`config.mk`:
```
export PLATFORM = sky130hd
export DESIGN_NAME = multicycle_ctrl
export DESIGN_NICKNAME = d
export VERILOG_FILES = /design/src/rtl/multicycle_ctrl.sv
export SDC_FILE = /design/constraint.sdc
export NUM_CORES = 1
export LEC_CHECK = 0
export ABC_AREA = 0
export BUFFER_PORTS_ARGS = -buffer_cell sky130_fd_sc_hd__buf_2
export CORE_MARGIN = 2
export CORE_UTILIZATION = 54
export DETAILED_ROUTE_END_ITERATION = 16
export PLACE_DENSITY = 0.9
export SLEW_MARGIN = 20
export SYNTH_ARGS = -nofsm -noshare
export SYNTH_HDL_FRONTEND = slang
export SYNTH_SLANG_ARGS = --single-unit
export TNS_END_PERCENT = 30
```
`constraint.sdc`:
```
create_clock -name clk -period 4.9 [get_ports clk]
set_input_delay 0.735 -clock clk [delete_from_list [all_inputs] [get_ports clk]]
set_output_delay 0.735 -clock clk [all_outputs]
set_load 0.01 [all_outputs]
```
`src/rtl/multicycle_ctrl.sv`:
```
// Main control FSM for the multi-cycle RV32I core: sequences fetch/decode/execute/memory/write-back
// over one shared datapath, with a timed-out ready handshake and sticky halt on illegal opcodes.
module multicycle_ctrl #(
    parameter int MEM_TIMEOUT = 16
) (
    input  logic        clk,
    input  logic        rst_n,
    input  logic [31:0] instr,
    input  logic        alu_zero,
    input  logic        mem_ready,
    output logic        mem_req,
    output logic        mem_we,
    output logic        mem_addr_sel,
    output logic        ir_we,
    output logic        mdr_we,
    output logic        pc_we,
    output logic        pc_src,
    output logic [1:0]  alu_a_sel,
    output logic [1:0]  alu_b_sel,
    output logic [1:0]  alu_ctl,
    output logic        rf_we,
    output logic        wb_sel,
    output logic        halt,
    output logic [1:0]  trap_cause,
    output logic [31:0] retired,
    output logic [2:0]  state_dbg
);

    typedef enum logic [2:0] {
        S_FETCH  = 3'd0,
        S_DECODE = 3'd1,
        S_EXEC   = 3'd2,
        S_MEM    = 3'd3,
        S_WB     = 3'd4,
        S_TRAP   = 3'd5
    } state_t;

    localparam int CW = (MEM_TIMEOUT < 2) ? 1 : $clog2(MEM_TIMEOUT + 1);

    localparam logic [6:0] OP_R   = 7'b0110011;
    localparam logic [6:0] OP_I   = 7'b0010011;
    localparam logic [6:0] OP_LW  = 7'b0000011;
    localparam logic [6:0] OP_SW  = 7'b0100011;
    localparam logic [6:0] OP_BR  = 7'b1100011;
    localparam logic [6:0] OP_JAL = 7'b1101111;

    state_t        state_q, state_d;
    logic [1:0]    cause_q, cause_d;
    logic [CW-1:0] wait_cnt;
    logic          retire;
    logic          req_state;
    logic          mem_wait;
    logic          timeout_hit;

    logic [6:0] opcode;
    logic [2:0] funct3;
    logic       is_r, is_i, is_lw, is_sw, is_br, is_jal;
    logic       legal;
    logic       taken;
    logic       unused_instr;

    assign opcode       = instr[6:0];
    assign funct3       = instr[14:12];
    assign unused_instr = ^{instr[31:15], instr[11:7]};

    assign is_r   = (opcode == OP_R);
    assign is_i   = (opcode == OP_I);
    assign is_lw  = (opcode == OP_LW);
    assign is_sw  = (opcode == OP_SW);
    assign is_br  = (opcode == OP_BR);
    assign is_jal = (opcode == OP_JAL);
    assign legal  = is_r | is_i | is_lw | is_sw | is_jal | (is_br && (funct3[2:1] == 2'b00));
    // funct3[0] distinguishes BNE (1) from BEQ (0)
    assign taken  = funct3[0] ? !alu_zero : alu_zero;

    assign req_state   = (state_q == S_FETCH) || (state_q == S_MEM);
    assign mem_wait    = req_state && !mem_ready;
    assign timeout_hit = mem_wait && (wait_cnt == CW'(MEM_TIMEOUT - 1));

    always_ff @(posedge clk or negedge rst_n) begin
        if (!rst_n) begin
            state_q  <= S_FETCH;
            cause_q  <= 2'd0;
            wait_cnt <= '0;
            retired  <= 32'd0;
        end else begin
            state_q <= state_d;
            cause_q <= cause_d;
            // Every entry into FETCH or MEM is a state change, so this clears on entry
            if (state_d != state_q) begin
                wait_cnt <= '0;
            end else if (mem_wait) begin
                wait_cnt <= wait_cnt + 1'b1;
            end
            if (retire) begin
                retired <= retired + 32'd1;
            end
        end
    end

    always_comb begin
        state_d      = state_q;
        cause_d      = cause_q;
        retire       = 1'b0;
        mem_req      = 1'b0;
        mem_we       = 1'b0;
        mem_addr_sel = 1'b0;
        ir_we        = 1'b0;
        mdr_we       = 1'b0;
        pc_we        = 1'b0;
        pc_src       = 1'b0;
        alu_a_sel    = 2'd0;
        alu_b_sel    = 2'd0;
        alu_ctl      = 2'd0;
        rf_we        = 1'b0;
        wb_sel       = 1'b0;
        halt         = 1'b0;

        case (state_q)
            S_FETCH: begin
                mem_req   = 1'b1;
                alu_b_sel = 2'd1;
                if (mem_ready) begin
                    ir_we   = 1'b1;
                    pc_we   = 1'b1;
                    state_d = S_DECODE;
                end else if (timeout_hit) begin
                    state_d = S_TRAP;
                    cause_d = 2'd2;
                end
            end
            S_DECODE: begin
                alu_a_sel = 2'd2;
                alu_b_sel = 2'd2;
                if (legal) begin
                    state_d = S_EXEC;
                end else begin
                    state_d = S_TRAP;
                    cause_d = 2'd1;
                end
            end
            S_EXEC: begin
                if (is_r) begin
                    alu_a_sel = 2'd1;
                    alu_ctl   = 2'd2;
                    state_d   = S_WB;
                end else if (is_i) begin
                    alu_a_sel = 2'd1;
                    alu_b_sel = 2'd2;
                    alu_ctl   = 2'd2;
                    state_d   = S_WB;
                end else if (is_lw || is_sw) begin
                    alu_a_sel = 2'd1;
                    alu_b_sel = 2'd2;
                    state_d   = S_MEM;
                end else if (is_br) begin
                    alu_a_sel = 2'd1;
                    alu_ctl   = 2'd1;
                    pc_src    = 1'b1;
                    pc_we     = taken;
                    state_d   = S_FETCH;
                    retire    = 1'b1;
                end else if (is_jal) begin
                    pc_we     = 1'b1;
                    pc_src    = 1'b1;
                    alu_b_sel = 2'd1;
                    state_d   = S_WB;
                end else begin
                    state_d = S_TRAP;
                    cause_d = 2'd1;
                end
            end
            S_MEM: begin
                mem_req      = 1'b1;
                mem_addr_sel = 1'b1;
                mem_we       = is_sw;
                if (mem_ready) begin
                    if (is_lw) begin
                        mdr_we  = 1'b1;
                        state_d = S_WB;
                    end else begin
                        state_d = S_FETCH;
                        retire  = 1'b1;
                    end
                end else if (timeout_hit) begin
                    state_d = S_TRAP;
                    cause_d = 2'd2;
                end
            end
            S_WB: begin
                rf_we   = 1'b1;
                wb_sel  = is_lw;
                state_d = S_FETCH;
                retire  = 1'b1;
            end
            S_TRAP: begin
                halt = 1'b1;
            end
            default: begin
                state_d = S_FETCH;
            end
        endcase

        // Reset must kill any in-flight access and write immediately, not at the next edge
        if (!rst_n) begin
            mem_req = 1'b0;
            mem_we  = 1'b0;
            ir_we   = 1'b0;
            mdr_we  = 1'b0;
            pc_we   = 1'b0;
            rf_we   = 1'b0;
        end
    end

    assign trap_cause = cause_q;
    assign state_dbg  = state_q;

endmodule

```
==> flow_summary.yaml <==
critical_path:
  reg2reg_depth: 5
  cp-end-kind: "flip-flop"
  path_class: "input port to flip-flop"
  r2r_setup_slack_ps: 2440
  start_kind: "input port"
  required_ps: 5060
  r2r_start: "state_dbg[2]$_DFF_PN0_"
  crit_fanout: 18
  critical_path_arrival_ps: 3190
  rr_endpoint: "retired[21]$_DFFE_PN0P_"
placement:
  dp_hpwl_mm: 4.12
  globalplace.congestion: 0.897
  portBuffers: 66
  placed_area_um2: 2800
die:
  fp.dieH_um: 72.1
  rows: 24
  dieWidth_um: 72.1
  initial_core_util: 0.568
  ioPinCount: 89
  core_area_um2: 4410
  die-area_um2: 5200
sta:
  setup_tns_ps: 0
  finalSetupViolCount: 0
  rsz0062_at_grt: "false"
  clock-skew-final_ps: 4.84
  finalHoldViolations: 0
  fin_crit_sh: 0.618
  final-max-slew-violation-count: 0
  fmax_mhz: 330
  fin_crit_ps: 3030
  relSlewSlack: 0.370
  tightest_slew_ps: 946
synthesis:
  yosysMostFrequentCell: "dfrtp_1"
  synthTopCellsByArea: "dfrtp_1 42%, xnor2_1 6.6%, xor2_1 6.3%, nand4_1 4.2%, nor4_1 3.0%"
  yosysWarnings: 0
  synth_cell_types: 50
  syn_area_um2: 2510
  synth_ff_type: "dfrtp_1"
  yosysTopAreaCell: "dfrtp_1"
  syn_inst: 257
  synth-edff-count: 0
  synth.yosys.seq_area_share: 0.419
  synth-async-reset-ratio: 1.00
  yosysTopAreaCellShare: 0.419
  syn_avg_cell_area_um2: 9.76
  synthTopCellsByCount: "42 x dfrtp_1, 19 x nor2_1, 19 x xnor2_1"
  ys_seq_elements: 42
  synth_nets: 296
power:
  p_seq_frac: 0.444
  power_density_nw_per_um2: 353
  power_frac_clock: 0.259
  pwr-share-comb: 0.297
  leakagePower_nw: 1.41
  ir_drop_mv: 0.252
  power.share.switching: 0.377
  p_sw_w: 0.000388
  p_int_w: 0.000642
clocking:
  cts.sinks: 42
  cts_buffer_depth: 2
  h-tree-depth: 2
  clk_pin_slew_ps: 80
  cts_buffers: 5
  cts_tree: "yes"
  clock_latency_ps: 290
  post_cts_buffers: 0
  root_buffer: "clkbuf_8"
  cts.repair.resized: 0
  ctsHoldBuffers: 0
final_layout:
  synthToLayoutAreaGrowth_pct: 16.2
  postLayoutCellArea_um2: 2910
  fillCellCount: 353
  seqCellArea_um2: 1050
  num_antenna_cells: 0
  multiInputGateArea_um2: 1310
  final_net_count: 356
  drive_above_1_share: 0.277
hold_path:
  hold_start: "retired[31]$_DFFE_PN0P_"
  hold_end: "retired[31]$_DFFE_PN0P_"
  whs_path_depth: 1
  hold_path.class: "flip-flop to flip-flop"
route:
  vias: 2218
  vias_per_cell: 5.99
  drt_iter0_markers: 184
  drc: 0
  drtPass1Iterations: 5
  detail-route-antenna-nets: 0
  drt-total-wl_mm: 5.72
  drt-wirelength-per-cell_um: 15.5
grt:
  grt_pass1_vias: 1925
  grt_pass1_wl_mm: 9.05
  antenna_found_initial: 0
  grt_overflow: 0
  grt.total_usage: 0.222
  grt_max_degree: 49
run:
  cap_violations: 0
outcome:
  status: "finished clean"
routing by layer:
layer | GRT usage | part of all wire
met1 | 0.324 | 0.45
met2 | 0.341 | 0.48
met3 | 0.0278 | 0.059
met4 | 0.0818 | 0.011
met5 | 0 | 0
sequential cells by signal, indices dropped and copies added (netlist names):
name / count
wait_cnt: 5
retired: 32
state_dbg: 3
trap_cause: 2
metrics by stage:
stage	total power, W	utilization	setup WS, ps	std cells	hold WS (ps)
2_1_floorplan	0.000684	-	2280	257	439
3_3_place_gp	0.000750	0.635	1670	362	460
3_5_place_dp	0.000761	0.635	1630	362	468
4_1_cts	0.00103	0.660	1920	370	478
5_1_grt	0.00109	0.660	1760	370	503
6_report	0.00103	0.660	1870	370	468
cells by family after synthesis:
group,Yosys count,share of synthesized area
AOI/OAI and AO/OA,26,0.0793
DFF,42,0.419
muxes,1,0.00399
and+or+nand+nor,124,0.296
xor gates and xnor gates,37,0.129
buffers and inverters,24,0.0574
adders and majority gates,3,0.0150
critical path, cell delays in order:
cell       delay (ps)
buf_2             120
nand4bb_1         440
or4_4             600
a311oi_4          870
nor4_1            210
xor2_1            200
worst max-delay path by stage:
stage / from / to / slack, ps / cells after the start
4_1_cts: instr[3] / retired[25]$_DFFE_PN0P_ / 1920 / 6
5_1_grt: instr[3] / retired[25]$_DFFE_PN0P_ / 1760 / 6
3_3_place_gp: instr[3] / retired[20]$_DFFE_PN0P_ / 1670 / 6
6_report: instr[3] / retired[21]$_DFFE_PN0P_ / 1870 / 6
2_1_floorplan: instr[3] / wb_sel / 2280 / 4
3_5_place_dp: instr[3] / retired[25]$_DFFE_PN0P_ / 1630 / 6
cell usage in the layout (no fill, tap or decap), drive strengths merged, types with 4 or more instances in the layout:
| cell | n |
|---|---|
| a211oi | 4 |
| a21oi | 5 |
| and3 | 6 |
| buf | 67 |
| clkbuf | 6 |
| dfrtp | 42 |
| inv | 10 |
| nand2 | 17 |
| nand2b | 6 |
| nand3 | 11 |
| nand4 | 17 |
| nor2 | 19 |
| nor3 | 15 |
| nor4 | 14 |
| o21ai | 6 |
| or4 | 4 |
| xnor2 | 19 |
| xor2 | 18 |
power groups by stage:
stage	clock network, W	registers, W	logic (W)
after floorplan	0	0.000430	0.000254
final	0.000267	0.000457	0.000306
after detailed placement	0	0.000458	0.000303
after CTS	0.000269	0.000453	0.000306
after global routing	0.000288	0.000463	0.000338
after global placement	0	0.000456	0.000294
cell type report:
type	count	area share
Timing Repair Buffer	67	0.116
Sequential cell	42	0.361
Inverter	10	0.0129
Clock buffer	6	0.0249
Clock inverter	2	0.0129
Multi-Input combinational cell	191	0.450
Tap cell	52	0.0223
Note: power is estimated with default switching activity, not from simulation.
